==> src/rtl/uart_pkg.sv <==
// Shared definitions for the UART transmit buffer: default sizes, the
// launch-FSM state type and a small constant helper used by elaboration checks.
package uart_pkg;

  localparam int unsigned UART_DATA_WIDTH   = 32'd8;
  localparam int unsigned UART_FIFO_DEPTH   = 32'd16;
  localparam int unsigned UART_BUSY_TIMEOUT = 32'd64;

  typedef enum logic [1:0] {
    ST_IDLE      = 2'd0,
    ST_LAUNCH    = 2'd1,
    ST_WAIT_BUSY = 2'd2,
    ST_WAIT_DONE = 2'd3
  } tx_buf_state_t;

  // True when v is a non-zero power of two.
  function automatic bit is_pow2(input int unsigned v);
    return (v != 32'd0) && ((v & (v - 32'd1)) == 32'd0);
  endfunction

endpackage

==> src/rtl/uart_tx_buffer_if.sv <==
// Host-side valid/ready byte handshake into the transmit buffer.
interface uart_tx_buffer_if
  import uart_pkg::*;
#(
  parameter int unsigned DATA_WIDTH = UART_DATA_WIDTH
);
  logic                  in_valid;
  logic [DATA_WIDTH-1:0] in_data;
  logic                  in_ready;

  modport master (output in_valid, output in_data, input in_ready);
  modport slave  (input in_valid, input in_data, output in_ready);
endinterface

==> src/rtl/uart_sync_fifo.sv <==
// Synchronous FIFO holding queued bytes. Occupancy is tracked by an explicit
// level counter so full/empty never depend on pointer comparison. Flush
// overrides any same-cycle push or pop.
module uart_sync_fifo
  import uart_pkg::*;
#(
  parameter int unsigned DATA_WIDTH = UART_DATA_WIDTH,
  parameter int unsigned DEPTH      = UART_FIFO_DEPTH,
  localparam int unsigned PTR_W     = $clog2(DEPTH),
  localparam int unsigned LVL_W     = $clog2(DEPTH + 32'd1)
) (
  input  logic                  clk,
  input  logic                  rst_n,
  input  logic                  push_i,
  input  logic                  pop_i,
  input  logic                  flush_i,
  input  logic [DATA_WIDTH-1:0] wdata_i,
  output logic [DATA_WIDTH-1:0] rdata_o,
  output logic [LVL_W-1:0]      level_o
);

  localparam logic [LVL_W-1:0] LVL_FULL = LVL_W'(DEPTH);
  localparam logic [LVL_W-1:0] LVL_ONE  = LVL_W'(1'b1);
  localparam logic [PTR_W-1:0] PTR_ONE  = PTR_W'(1'b1);

  logic [DATA_WIDTH-1:0] mem_q [DEPTH];
  logic [PTR_W-1:0]      wr_ptr_q, wr_ptr_d;
  logic [PTR_W-1:0]      rd_ptr_q, rd_ptr_d;
  logic [LVL_W-1:0]      level_q, level_d;
  logic                  push_ok_s, pop_ok_s;

  assign push_ok_s = push_i && (level_q != LVL_FULL) && !flush_i;
  assign pop_ok_s  = pop_i && (level_q != {LVL_W{1'b0}}) && !flush_i;
  assign rdata_o   = mem_q[rd_ptr_q];
  assign level_o   = level_q;

  // Next pointers and level; pointers wrap naturally because DEPTH is 2^n.
  always_comb begin
    wr_ptr_d = wr_ptr_q;
    rd_ptr_d = rd_ptr_q;
    level_d  = level_q;
    if (flush_i) begin
      wr_ptr_d = {PTR_W{1'b0}};
      rd_ptr_d = {PTR_W{1'b0}};
      level_d  = {LVL_W{1'b0}};
    end else begin
      if (push_ok_s) wr_ptr_d = wr_ptr_q + PTR_ONE;
      else           wr_ptr_d = wr_ptr_q;
      if (pop_ok_s)  rd_ptr_d = rd_ptr_q + PTR_ONE;
      else           rd_ptr_d = rd_ptr_q;
      case ({push_ok_s, pop_ok_s})
        2'b10:   level_d = level_q + LVL_ONE;
        2'b01:   level_d = level_q - LVL_ONE;
        default: level_d = level_q;
      endcase
    end
  end

  // Pointer and level registers with synchronous active-low reset.
  always_ff @(posedge clk) begin
    if (!rst_n) begin
      wr_ptr_q <= {PTR_W{1'b0}};
      rd_ptr_q <= {PTR_W{1'b0}};
      level_q  <= {LVL_W{1'b0}};
    end else begin
      wr_ptr_q <= wr_ptr_d;
      rd_ptr_q <= rd_ptr_d;
      level_q  <= level_d;
    end
  end

  // Storage write; contents need no reset since level gates every read.
  always_ff @(posedge clk) begin
    if (push_ok_s) mem_q[wr_ptr_q] <= wdata_i;
  end

endmodule

==> src/rtl/uart_tx_buffer.sv <==
// Buffered transmit front-end: queues host bytes and launches them one at a
// time into the UART transmitter with a start/busy handshake. A launch that
// never sees busy within BUSY_TIMEOUT cycles is abandoned and flagged.
module uart_tx_buffer
  import uart_pkg::*;
#(
  parameter int unsigned DATA_WIDTH   = UART_DATA_WIDTH,
  parameter int unsigned DEPTH        = UART_FIFO_DEPTH,
  parameter int unsigned BUSY_TIMEOUT = UART_BUSY_TIMEOUT,
  localparam int unsigned LVL_W       = $clog2(DEPTH + 32'd1),
  localparam int unsigned CNT_W       = (BUSY_TIMEOUT > 32'd1) ? $clog2(BUSY_TIMEOUT) : 32'd1
) (
  input  logic                  clk,
  input  logic                  rst_n,
  input  logic                  enable_i,
  input  logic                  flush_i,
  uart_tx_buffer_if.slave       host,
  output logic                  tx_enable_o,
  output logic                  tx_start_o,
  output logic [DATA_WIDTH-1:0] tx_data_o,
  input  logic                  tx_busy_i,
  output logic [LVL_W-1:0]      level_o,
  output logic                  timeout_err_o
);

  if (!is_pow2(DEPTH) || (DEPTH < 32'd2)) begin : g_bad_depth
    $error("uart_tx_buffer: DEPTH must be a power of two and at least 2");
  end
  if (BUSY_TIMEOUT < 32'd1) begin : g_bad_timeout
    $error("uart_tx_buffer: BUSY_TIMEOUT must be at least 1");
  end

  localparam logic [CNT_W-1:0] CNT_LAST = CNT_W'(BUSY_TIMEOUT - 32'd1);
  localparam logic [CNT_W-1:0] CNT_ONE  = CNT_W'(1'b1);

  tx_buf_state_t         state_q, state_d;
  logic [CNT_W-1:0]      cnt_q, cnt_d;
  logic [DATA_WIDTH-1:0] tx_data_q, tx_data_d;
  logic                  tx_start_q, tx_start_d;
  logic                  timeout_err_q, timeout_err_d;
  logic                  timeout_set_s;
  logic                  pop_s;
  logic                  push_s;
  logic [DATA_WIDTH-1:0] head_s;
  logic [LVL_W-1:0]      level_s;

  assign push_s        = host.in_valid && host.in_ready;
  assign host.in_ready = (level_s != LVL_W'(DEPTH));
  assign tx_enable_o   = enable_i;
  assign tx_start_o    = tx_start_q;
  assign tx_data_o     = tx_data_q;
  assign level_o       = level_s;
  assign timeout_err_o = timeout_err_q;

  uart_sync_fifo #(
    .DATA_WIDTH (DATA_WIDTH),
    .DEPTH      (DEPTH)
  ) u_fifo (
    .clk     (clk),
    .rst_n   (rst_n),
    .push_i  (push_s),
    .pop_i   (pop_s),
    .flush_i (flush_i),
    .wdata_i (host.in_data),
    .rdata_o (head_s),
    .level_o (level_s)
  );

  // Launch FSM: pop on idle, pulse start, wait for busy to rise then fall.
  always_comb begin
    state_d       = state_q;
    cnt_d         = cnt_q;
    tx_data_d     = tx_data_q;
    tx_start_d    = 1'b0;
    timeout_set_s = 1'b0;
    pop_s         = 1'b0;
    case (state_q)
      ST_IDLE: begin
        // A flush in the same cycle suppresses the pop and keeps us idle.
        if (enable_i && (level_s != {LVL_W{1'b0}}) && !tx_busy_i && !flush_i) begin
          pop_s      = 1'b1;
          tx_data_d  = head_s;
          tx_start_d = 1'b1;
          state_d    = ST_LAUNCH;
        end else begin
          state_d = ST_IDLE;
        end
      end
      ST_LAUNCH: begin
        cnt_d   = {CNT_W{1'b0}};
        state_d = ST_WAIT_BUSY;
      end
      ST_WAIT_BUSY: begin
        if (tx_busy_i) begin
          state_d = ST_WAIT_DONE;
        end else if (cnt_q == CNT_LAST) begin
          timeout_set_s = 1'b1;
          state_d       = ST_IDLE;
        end else begin
          cnt_d = cnt_q + CNT_ONE;
        end
      end
      ST_WAIT_DONE: begin
        if (!tx_busy_i) state_d = ST_IDLE;
        else            state_d = ST_WAIT_DONE;
      end
      default: begin
        state_d = ST_IDLE;
      end
    endcase
  end

  // Sticky timeout flag; flush clears it even if a timeout fires that cycle.
  always_comb begin
    if (flush_i)            timeout_err_d = 1'b0;
    else if (timeout_set_s) timeout_err_d = 1'b1;
    else                    timeout_err_d = timeout_err_q;
  end

  // FSM, launch data, counter and status registers; reset aborts locally.
  always_ff @(posedge clk) begin
    if (!rst_n) begin
      state_q       <= ST_IDLE;
      cnt_q         <= {CNT_W{1'b0}};
      tx_data_q     <= {DATA_WIDTH{1'b0}};
      tx_start_q    <= 1'b0;
      timeout_err_q <= 1'b0;
    end else begin
      state_q       <= state_d;
      cnt_q         <= cnt_d;
      tx_data_q     <= tx_data_d;
      tx_start_q    <= tx_start_d;
      timeout_err_q <= timeout_err_d;
    end
  end

endmodule
==> src/flat_wrapper.sv <==
// flat-port wrapper written by rule: the top's interface ports become plain ports
module uart_tx_buffer_flat import uart_pkg::*;
#(
  parameter int unsigned DATA_WIDTH   = UART_DATA_WIDTH,
  parameter int unsigned DEPTH        = UART_FIFO_DEPTH,
  parameter int unsigned BUSY_TIMEOUT = UART_BUSY_TIMEOUT,
  localparam int unsigned LVL_W       = $clog2(DEPTH + 32'd1),
  localparam int unsigned CNT_W       = (BUSY_TIMEOUT > 32'd1) ? $clog2(BUSY_TIMEOUT) : 32'd1
)
  (clk, rst_n, enable_i, flush_i, tx_enable_o, tx_start_o, tx_data_o, tx_busy_i, level_o, timeout_err_o, host_in_valid, host_in_data, host_in_ready);
  uart_tx_buffer_if #(.DATA_WIDTH(DATA_WIDTH)) host_i ();
  input  logic clk;
  input  logic rst_n;
  input  logic enable_i;
  input  logic flush_i;
  output logic tx_enable_o;
  output logic tx_start_o;
  output logic [DATA_WIDTH-1:0] tx_data_o;
  input  logic tx_busy_i;
  output logic [LVL_W-1:0] level_o;
  output logic timeout_err_o;
  input wire logic [$bits(host_i.in_valid)-1:0] host_in_valid;
  input wire logic [$bits(host_i.in_data)-1:0] host_in_data;
  output wire logic [$bits(host_i.in_ready)-1:0] host_in_ready;
  assign host_i.in_valid = host_in_valid;
  assign host_i.in_data = host_in_data;
  assign host_in_ready = host_i.in_ready;
  uart_tx_buffer #(.DATA_WIDTH(DATA_WIDTH), .DEPTH(DEPTH), .BUSY_TIMEOUT(BUSY_TIMEOUT)) u_core (.clk(clk), .rst_n(rst_n), .enable_i(enable_i), .flush_i(flush_i), .host(host_i), .tx_enable_o(tx_enable_o), .tx_start_o(tx_start_o), .tx_data_o(tx_data_o), .tx_busy_i(tx_busy_i), .level_o(level_o), .timeout_err_o(timeout_err_o));
endmodule
==> config.mk <==
export PLATFORM = sky130hd
export DESIGN_NAME = uart_tx_buffer_flat
export DESIGN_NICKNAME = d
export VERILOG_FILES = /design/src/rtl/uart_pkg.sv /design/src/rtl/uart_tx_buffer_if.sv /design/src/rtl/uart_sync_fifo.sv /design/src/rtl/uart_tx_buffer.sv /design/src/flat_wrapper.sv
export SDC_FILE = /design/constraint.sdc
export NUM_CORES = 1
export LEC_CHECK = 0
export ABC_CLOCK_PERIOD_IN_PS = 3800
export CAP_MARGIN = 25
export CORE_ASPECT_RATIO = 1.2
export CORE_MARGIN = 1.5
export CORE_UTILIZATION = 59
export CTS_CLUSTER_DIAMETER = 200
export DETAILED_ROUTE_END_ITERATION = 7
export GPL_ROUTABILITY_DRIVEN = 0
export PLACE_DENSITY = 0.86
export SETUP_SLACK_MARGIN = 0.05
export SLEW_MARGIN = 10
export SYNTH_ARGS = -nofsm -noshare
export SYNTH_HDL_FRONTEND = slang
export SYNTH_SLANG_ARGS = --single-unit
==> constraint.sdc <==
create_clock -name clk -period 3.8 [get_ports clk]
set_input_delay 0.38 -clock clk [delete_from_list [all_inputs] [get_ports clk]]
set_output_delay 0.38 -clock clk [all_outputs]
set_load 0.01 [all_outputs]
* Word-level counts from Yosys, hierarchy flattened
Memories as Yosys holds them, arrays and structs flattened. A register that Yosys moved wholly into a read port is not among the register bits. Index checks and enable logic that the tools add are counted.
Storage, ports and cells: bits in registers 23, memory bits (writable) 128, memories kept 1
Operators by class: add/subtract/negate cells 5, eq/ne operators 10, muxes and demuxes 16, bitwise gates (word level) 1, reductions and logical operators 18
Memory list:
- u_core.u_fifo.mem_q | words 16, bits a word 8, read ports 1, clocked after Yosys merged registers in 1, write ports 1, line uart_sync_fifo.sv:26 | logic [DATA_WIDTH-1:0] mem_q [DEPTH];
Operators with widths (number):
- 2-to-1 mux 6 bit | 2
- one-hot mux 6 bit (2 select lines) | 1
- one-hot mux 5 bit (2 select lines) | 1
- adder 4 x 1 -> 4 bit (second input constant) | 2
- logical AND 1 bit | 8
- 2-to-1 mux 1 bit | 8
- one-hot mux 2 bit (4 select lines) | 1
- adder 6 x 1 -> 6 bit (second input constant) | 1
- == test 2 bit (second input constant) | 3
- == test 6 bit (second input constant) | 1
- 2-to-1 mux 2 bit | 3
- adder 5 x 1 -> 5 bit (second input constant) | 1
- != test 5 bit (second input constant) | 1
- nonzero test 5 bit | 1
- subtractor 5 x 1 -> 5 bit (second input constant) | 1
- == test 2 x 1 -> 1 bit (second input constant) | 2
- != test 2 bit (second input constant) | 2
- nonzero test 2 bit | 2
- logical NOT 1 bit | 3
- != test 3 x 2 -> 1 bit (second input constant) | 1
- AND reduction 3 bit | 1
- logical NOT 2 bit | 1
- AND reduction 2 bit | 1
- OR reduction 2 bit | 1
- inverter 1 bit | 1

* Logic depth before layout (Yosys ltp)
Gate-level depths: netlist (run 1).
word-level depth 10, depth in mapped cells 10

* Cells and area by module
From an unflattened synthesis (run 1), not the netlist that was laid out.
Second synthesis, totals: cell total of the unflattened synthesis 397, area total of the unflattened synthesis 6791.5 µm²
Modules (own cells, without submodules):
- uart_sync_fifo | times used 1, cells each 300, area each 5929.4 µm², sequential area each 4184.0 µm²
- uart_tx_buffer | times used 1, cells each 97, area each 862.1 µm², sequential area each 360.3 µm²

* Worst setup path after synthesis (run 1)
OpenSTA, ideal clock, no wires.
path type flip-flop to flip-flop, start register u_core.u_fifo.level_q[0], in the netlist u_core.u_fifo.level_o[0], end register u_core.u_fifo.level_q[4], in the netlist u_core.u_fifo.level_o[4], arrival 2.785 ns, required time 3.728 ns, setup slack 0.943 ns, cell stages (with the launch flop) 11, clock period less this slack 2.857 ns, path through dfxtp_1 or4_4 o211ai_4 inv_2 buf_6 ha_1 fa_1 a21o_1 a21oi_1 mux2i_1 mux2i_1
Between the ends: longest elaborated chain between the ends 10
RTL lines:
- from (decl) | line uart_sync_fifo.sv:29 | logic [LVL_W-1:0] level_q, level_d;
- from (signal assigned) | line uart_sync_fifo.sv:64 | level_q <= {LVL_W{1'b0}};
- from (signal assigned) | line uart_sync_fifo.sv:68 | level_q <= level_d;
- nonzero test 5 bit (*) | line uart_sync_fifo.sv:33, uart_tx_buffer.sv:80
- logical AND 1 bit (3 in a row) | line uart_tx_buffer.sv:80 | if (enable_i && (level_s != {LVL_W{1'b0}}) && !tx_busy_i && !flush_i) begin
- 2-to-1 mux 1 bit | line uart_tx_buffer.sv:80
- 2-to-1 mux 1 bit | line uart_tx_buffer.sv:77 | case (state_q)
- logical AND 1 bit (*) (2 in a row) | line uart_sync_fifo.sv:33 | assign pop_ok_s = pop_i && (level_q != {LVL_W{1'b0}}) && !flush_i;
- via u_core.u_fifo.pop_ok_s | line uart_sync_fifo.sv:30 | logic push_ok_s, pop_ok_s;
- == test 2 x 1 -> 1 bit or == test 2 bit (tied branches) | line uart_sync_fifo.sv:51 | case ({push_ok_s, pop_ok_s})
- one-hot mux 5 bit (2 select lines) or nonzero test 2 bit (tied branches)
Mark *: on every way through the listed nets, which the timed path passes. The rest lies on a longest branch. A chain may end at the register's enable or synchronous reset.

* Worst setup path after layout (run 1)
start register u_core.u_fifo.level_q[0], in the netlist u_core.u_fifo.level_o[0], end register u_core.u_fifo.level_q[4], in the netlist u_core.u_fifo.level_o[4]
Between the ends: longest elaborated chain between the ends 10
RTL lines (line):
- nonzero test 5 bit | uart_sync_fifo.sv:33, uart_tx_buffer.sv:80
- logical AND 1 bit (3 in a row) | uart_tx_buffer.sv:80
- 2-to-1 mux 1 bit | uart_tx_buffer.sv:80
- 2-to-1 mux 1 bit | uart_tx_buffer.sv:77
- logical AND 1 bit (2 in a row) | uart_sync_fifo.sv:33
- == test 2 x 1 -> 1 bit or == test 2 bit (tied branches) | uart_sync_fifo.sv:51
- one-hot mux 5 bit (2 select lines) or nonzero test 2 bit (tied branches)
Several ways; a longest one is shown, not always the timed one.

==> flow_metrics.env, run 1 <==
export IMPL_status="finished clean"
export IMPL_root_buffer="clkbuf_16"
export IMPL_rsz0062_at_grt="false"
export IMPL_arrival_ns=3.65
export IMPL_placementRows=41
export IMPL_overflow=0
export IMPL_dp_slack_ns=0.5312
export IMPL_vdd_drop_max_mv=0.2594
export IMPL_synth_compound_area_share_pct=7.479
export IMPL_die_w_um=98.13
export IMPL_start_util_pct=60.63
export IMPL_period_share_pct=86.61
export IMPL_grt_pass1_wl_um=21000
export IMPL_synth_distinct_cells=45
export IMPL_path_max_fanout=16
export IMPL_fp_coreArea_um2=10570
export IMPL_detail_route_wl_per_cell_um=23.00
export IMPL_hpwlAfterDp_um=8404
export IMPL_drc=0
export IMPL_grt_pass1_vias=3725
export IMPL_synth_top_family_by_area="multiplexers"
export IMPL_area_growth_pct=15.72
export IMPL_ys_ff_latch=159
export IMPL_vias_per_cell=6.433
export IMPL_cts_inserted_buffers=17
export IMPL_nFillCells=625
export IMPL_synthMuxAreaShare_pct=11.25
export IMPL_clock_skew_final_ns=0.007095
export IMPL_setup_viol=0
export IMPL_utilization_pct=70.16
export IMPL_finalHoldViolations=0
export IMPL_drt_total_wl_um=13640
export IMPL_antenna_left=0
export IMPL_antenna_cells=0
export IMPL_p_leak_nw=2.362
export IMPL_port_buffers=30
export IMPL_synth_cells=416
export IMPL_die_area_um2=11500
export IMPL_yosysSeqAreaShare_pct=69.67
export IMPL_maxCapViolCount=0
export IMPL_synth_fa_ha_area_share_pct=2.265
export IMPL_synth_area_leader_cell="edfxtp_1"
export IMPL_min_path_type="flop to flop"
export IMPL_antenna_found_initial=0
export IMPL_synth_area_top_cells="edfxtp_1, dfxtp_1, mux2i_1"
export IMPL_ys_warn_count=0
export IMPL_crit_path_start_kind="flop"
export IMPL_cts_sinks=159
export IMPL_drt_iter0_drc=375
export IMPL_worst_pin_slew_ns=0.8555
export IMPL_syn_nets=441
export IMPL_crit_path_end_kind="flop"
export IMPL_synth_area_um2=6407
export IMPL_hold_ws_ns=0.4678
export IMPL_fin_ws_ns=0.5087
export IMPL_cts_resized_gates=0
export IMPL_cellPowerDensity_nw_per_um2=492.3
export IMPL_final_min_clock_period_ns=3.291
export IMPL_slew_headroom_pct=42.76
export IMPL_cts_max_level=4
export IMPL_slew_viol_final=0
export IMPL_cts_setup_buffers=0
export IMPL_synthXorXnorAreaFrac_pct=0.9568
export IMPL_clock_path_buffers=2
export IMPL_yosys_area_share_simple_pct=6.132
export IMPL_fin_setup_tns_ns=0
export IMPL_grt_max_degree=23
export IMPL_die_h_um=117.2
export IMPL_postSynthAreaPerCell_um2=15.40
export IMPL_clkLatencyLatePin_ns=0.43
export IMPL_worstPathRequired_ns=4.16
export IMPL_grt_total_usage_pct=25.16
export IMPL_path_clk_slew_ns=0.06
export IMPL_vias=3815
export IMPL_io_pins=31
export IMPL_dr_pass1_iters=5
export IMPL_path_class="flop to flop"
export IMPL_cts_hold_buf=0
export IMPL_max_freq_ghz=0.3038
export IMPL_finalNonFillerCells=593
export IMPL_cts_tree="built"
export IMPL_synth_top_area_share_pct=59.99
export IMPL_layout_nets=476
export IMPL_drive_above_1_share_pct=13.15
export IMPL_placed_cells=561
==> final cells by class <==
type | instances | area, um^2 | share of cell area, %
multi-input cells | 226 | 1799 | 24.27
flip-flops and latches | 159 | 4466 | 60.23
clock buffers | 19 | 442.9 | 5.974
well taps | 129 | 161.4 | 2.177
inverters | 9 | 33.78 | 0.4556
clock inverters | 13 | 138.9 | 1.873
repair buffers | 38 | 372.9 | 5.029
==> sequential cells by signal (all words and copies together), names as in the netlist <==
signal,flops
u_core.cnt_q,6
u_core.state_q,2
u_core.timeout_err_o,1
u_core.tx_data_o,8
u_core.tx_start_o,1
u_core.u_fifo.level_o,5
u_core.u_fifo.mem_q,128
u_core.u_fifo.rd_ptr_q,4
u_core.u_fifo.wr_ptr_q,4
==> path summary, 6_finish.rpt <==
kind                                   end  slack [ns]  cells after the start                      from
setup / recovery  u_core.u_fifo.level_o[4]        0.51                      9  u_core.u_fifo.level_o[0]
hold / removal        u_core.timeout_err_o        0.47                      2      u_core.timeout_err_o
setup reg to reg  u_core.u_fifo.level_o[4]        0.51                      9  u_core.u_fifo.level_o[0]
hold reg to reg       u_core.timeout_err_o        0.47                      2      u_core.timeout_err_o
==> synth_stat cells, drive strengths merged <==
| master | n |
|---|---|
| buf | 16 |
| nand2b | 4 |
| a211oi | 2 |
| o21a | 2 |
| and3 | 1 |
| o21ai | 13 |
| nor2b | 4 |
| nor3b | 1 |
| ha | 10 |
| xnor2 | 4 |
| inv | 9 |
| nand2 | 15 |
| mux2i | 36 |
| nor4 | 1 |
| or3 | 3 |
| or4 | 1 |
| clkbuf | 6 |
| o2111ai | 2 |
| a21oi | 19 |
| a2111oi | 1 |
| a21boi | 1 |
| dfxtp | 31 |
| a22oi | 8 |
| o22ai | 16 |
| a31o | 1 |
| o211ai | 1 |
| xor2 | 3 |
| a31oi | 4 |
| mux4 | 16 |
| or3b | 2 |
| nand3 | 9 |
| nand3b | 1 |
| a21o | 2 |
| nor2 | 27 |
| o31ai | 1 |
| fa | 1 |
| edfxtp | 128 |
| a2111o | 1 |
| nor3 | 13 |
==> worst max-delay path, stage by stage (launching register included) <==
cell and delay, ns:
dfxtp_1 0.38, or4_4 0.60, o211ai_4 0.42, inv_2 0.20
ha_1 0.32, fa_1 0.44, a21o_1 0.20, a21oi_1 0.18
mux2i_1 0.26, mux2i_1 0.21
==> through the flow <==
stage          area [um^2]  power (mW)
5_1_grt               7415       3.737
2_1_floorplan         6407       1.960
3_3_place_gp          6813       2.004
3_5_place_dp          6833       2.010
4_1_cts               7415       3.653
6_report              7415       3.650
==> kinds of logic after synthesis <==
kind of cell / Yosys count
adder cells (fa/ha/maj): 11
AND/OR/NAND/NOR: 82
XOR/XNOR: 7
buffers and inverters: 31
multiplexers: 52
flip-flops: 159
AO/OA/AOI/OAI: 74
==> report_power, final <==
| group | internal [mW] | switching [mW] |
|---|---|---|
| sequential | 1.89 | 0.00490 |
| clock | 0.984 | 0.692 |
| combinational | 0.0290 | 0.0531 |
==> per-layer routing <==
metal | global-route usage, % | wire (um) | vias to the layer above
met4 | 11.27 | 336 | 0
li1 | - | - | 1680
met3 | 5.938 | 900 | 25
met5 | 0 | 0 | -
met1 | 31.09 | 5408 | 1923
met2 | 42.94 | 6991 | 187
==> cells in the final DEF (no fill, tap or decap), types with 9 or more instances in the layout <==
| cell | Yosys | layout |
|---|---|---|
| mux2i_1 | 36 | 36 |
| nor3_1 | 13 | 13 |
| mux4_2 | 16 | 16 |
| nand3_1 | 9 | 9 |
| edfxtp_1 | 128 | 128 |
| dfxtp_1 | 31 | 30 |
| o21ai_1 | 11 | 11 |
| nor2_1 | 27 | 27 |
| a21oi_1 | 19 | 19 |
| nand2_1 | 15 | 15 |
| clkbuf_16 | 0 | 17 |
| o22ai_1 | 16 | 16 |
| clkdlybuf4s50_1 | 0 | 30 |
| ha_1 | 10 | 10 |
Note: power is estimated with default switching activity, not from simulation.
==> inputs of run 2 (changes only) <==
--- a/config.mk
+++ b/config.mk
@@ -5,17 +5,18 @@
 export SDC_FILE = /design/constraint.sdc
 export NUM_CORES = 1
 export LEC_CHECK = 0
-export ABC_CLOCK_PERIOD_IN_PS = 3800
+export ABC_CLOCK_PERIOD_IN_PS = 2700
 export CAP_MARGIN = 25
 export CORE_ASPECT_RATIO = 1.2
 export CORE_MARGIN = 1.5
-export CORE_UTILIZATION = 59
+export CORE_UTILIZATION = 54
 export CTS_CLUSTER_DIAMETER = 200
 export DETAILED_ROUTE_END_ITERATION = 7
 export GPL_ROUTABILITY_DRIVEN = 0
-export PLACE_DENSITY = 0.86
+export PLACE_DENSITY = 0.83
 export SETUP_SLACK_MARGIN = 0.05
 export SLEW_MARGIN = 10
 export SYNTH_ARGS = -nofsm -noshare
 export SYNTH_HDL_FRONTEND = slang
 export SYNTH_SLANG_ARGS = --single-unit
+export TNS_END_PERCENT = 50
==> constraint.sdc (replaced) <==
create_clock -name clk -period 2.7 [get_ports clk]
set_input_delay 0.27 -clock clk [delete_from_list [all_inputs] [get_ports clk]]
set_output_delay 0.27 -clock clk [all_outputs]
set_load 0.01 [all_outputs]
==> run 2 against run 1 <==
  * Final cell count increased by 8.1%
  * Via count increased by 1.2%
  * Final area increased by 3.9%
  * Combinational power increased by 53%
  * Critical endpoint unchanged
  * Total power increased by 47%
  * Clock power increased by 55%
  * Worst setup slack got worse by 0.38 ns
  * Core utilization decreased by 3.6 points
  * Critical path depth unchanged
  * Clock skew decreased by 0.0014 ns
==> flow_metrics.env, run 2 (synthesis gave the netlist of run 1 again) <==
export IMPL_overflow=0
export IMPL_clock_path_buffers=2
export IMPL_dp_slack_ns=0.04048
export IMPL_grt_max_degree=24
export IMPL_seqPwrFrac_pct=49.4
export IMPL_crit_path_start_kind="flop"
export IMPL_layout_nets=496
export IMPL_period_share_pct=95.17
export IMPL_vias=3861
export IMPL_hpwlAfterDp_um=8583
export IMPL_grt_total_usage_pct=23.86
export IMPL_timing_rr_end="u_core.u_fifo.level_o[4]"
export IMPL_die_h_um=122.3
export IMPL_area_growth_pct=20.19
export IMPL_cts_tree="built"
export IMPL_antenna_cells=0
export IMPL_path_class="flop to flop"
export IMPL_clockPowerShare_pct=48.2
export IMPL_status="finished clean"
export IMPL_drc=0
export IMPL_fin_ws_ns=0.1303
export IMPL_worst_pin_slew_ns=0.7778
export IMPL_largest_register="u_core.u_fifo.mem_q"
export IMPL_mostFrequentLayoutCell="edfxtp_1"
export IMPL_worstHoldStart="u_core.timeout_err_o"
export IMPL_rr_startpoint="u_core.u_fifo.level_o[0]"
export IMPL_min_path_type="flop to flop"
export IMPL_clock_skew_final_ns=0.005655
export IMPL_drt_iter0_drc=362
export IMPL_crit_path_end_kind="flop"
export IMPL_dr_pass1_iters=5
export IMPL_final_cell_mix="edfxtp_1, mux2i_1, clkdlybuf4s50_1"
export IMPL_slew_viol_final=0
export IMPL_nFillCells=742
export IMPL_rsz0062_at_grt="false"
export IMPL_drive_above_1_share_pct=18.18
export IMPL_arrival_ns=2.92
export IMPL_port_buffers=30
export IMPL_path_max_fanout=6
export IMPL_placementRows=43
export IMPL_rr_worst_depth=9
export IMPL_r2r_slack_ns=0.13
export IMPL_clkLatencyLatePin_ns=0.42
export IMPL_grt_pass1_vias=3863
export IMPL_hold_ws_ns=0.4890
export IMPL_vdd_drop_max_mv=0.4100
export IMPL_path_clk_slew_ns=0.07
export IMPL_start_util_pct=55.39
export IMPL_io_pins=31
export IMPL_antenna_left=0
export IMPL_cts_inserted_buffers=17
export IMPL_final_min_clock_period_ns=2.570
export IMPL_maxCapViolCount=0
export IMPL_cellPowerDensity_nw_per_um2=698.8
export IMPL_detail_route_wl_per_cell_um=21.42
export IMPL_finalHoldViolations=0
export IMPL_worstPathRequired_ns=3.05
export IMPL_detailed_place_area_um2=7004
export IMPL_min_to="u_core.timeout_err_o"
export IMPL_fin_setup_tns_ns=0
export IMPL_vias_per_cell=6.023
export IMPL_grt_pass1_wl_um=21180
export IMPL_max_freq_ghz=0.3892
export IMPL_slew_headroom_pct=46.80
export IMPL_drt_total_wl_um=13730
export IMPL_cts_sinks=159
export IMPL_cts_hold_buf=0
export IMPL_cts_max_level=4
export IMPL_p_int_mw=4.282
export IMPL_p_leak_nw=2.516
export IMPL_pwr_share_comb_pct=2.3
export IMPL_largest_reg_flops=128
export IMPL_holdPathStages=2
export IMPL_die_area_um2=12530
export IMPL_p_sw_mw=1.099
export IMPL_setup_viol=0
export IMPL_root_buffer="clkbuf_16"
export IMPL_p_sw_share_pct=20.43
export IMPL_fp_coreArea_um2=11570
export IMPL_antenna_found_initial=0
export IMPL_fin_area_um2=7701
export IMPL_die_w_um=102.4
-- run 2: cell count changes in the layout (fill, tap and decap cells not counted), sizes merged --
cell      delta
inv          +4
clkinvlp     -5
clkbuf       -2
clkinv       +1
bufinv       +2
buf         +20
-- run 2: cell type report --
cell class              instances  area, um^2  area share, %
clock buffers                  17       425.4          5.524
clock inverters                15       225.2          2.924
inverters                       9       33.78         0.4387
multi-input cells             226        1824          23.69
flip-flops and latches        159        4473          58.08
well taps                     157       196.4          2.551
repair buffers                 58       523.0          6.791
-- run 2: worst max-delay path, cell delays in order, from the launching register on --
cell	delay [ns]
dfxtp_4	0.35
or4_4	0.57
o211ai_4	0.19
inv_2	0.07
ha_4	0.18
fa_2	0.35
a21o_1	0.20
a21oi_2	0.15
mux2i_1	0.22
mux2i_1	0.21
-- run 2: per-stage QoR --
| stage | total power [mW] | instances | utilization (%) |
|---|---|---|---|
| 2_1_floorplan | 2.758 | 416 | - |
| 3_5_place_dp | 2.833 | 604 | 60.55 |
| 5_1_grt | 5.527 | 641 | 66.58 |
| 6_report | 5.381 | 641 | 66.58 |
| 4_1_cts | 5.391 | 636 | 66.18 |
| 3_3_place_gp | 2.825 | 604 | 60.55 |
-- run 2: power by group through the flow --
stage	Clock (mW)	Sequential, mW	Combinational, mW
after floorplan	0	2.71	0.0448
after global placement	0	2.71	0.112
after detailed placement	0	2.71	0.119
after CTS	2.61	2.66	0.121
after global routing	2.73	2.66	0.137
final	2.60	2.66	0.126
-- run 2: routing by layer --
metal / vias to the layer above / routed length [um] / track usage, % / part of all wire, %
met2: 211 / 7185 / 40.23 / 52
met4: 0 / 332 / 9.932 / 2.4
met3: 28 / 988 / 5.068 / 7.2
met5: - / 0 / 0 / 0
li1: 1722 / - / - / -
met1: 1900 / 5224 / 29.93 / 38
-- run 2: worst max path at each step --
stage / startpoint / to / slack, ns
3_5_place_dp: flush_i / u_core.u_fifo.level_o[4] / 0.04
3_3_place_gp: flush_i / u_core.u_fifo.level_o[4] / 0.18
2_1_floorplan: u_core.u_fifo.level_o[1] / u_core.u_fifo.level_o[4] / 0.03
5_1_grt: u_core.u_fifo.level_o[0] / u_core.u_fifo.level_o[4] / 0.03
4_1_cts: u_core.u_fifo.level_o[1] / u_core.u_fifo.level_o[4] / 0.10
6_report: u_core.u_fifo.level_o[0] / u_core.u_fifo.level_o[4] / 0.13
-- run 2: repair_timing --
action	in CTS	in global routing
gates resized for setup	0	2
setup endpoints to repair	0	1
setup buffers	0	5
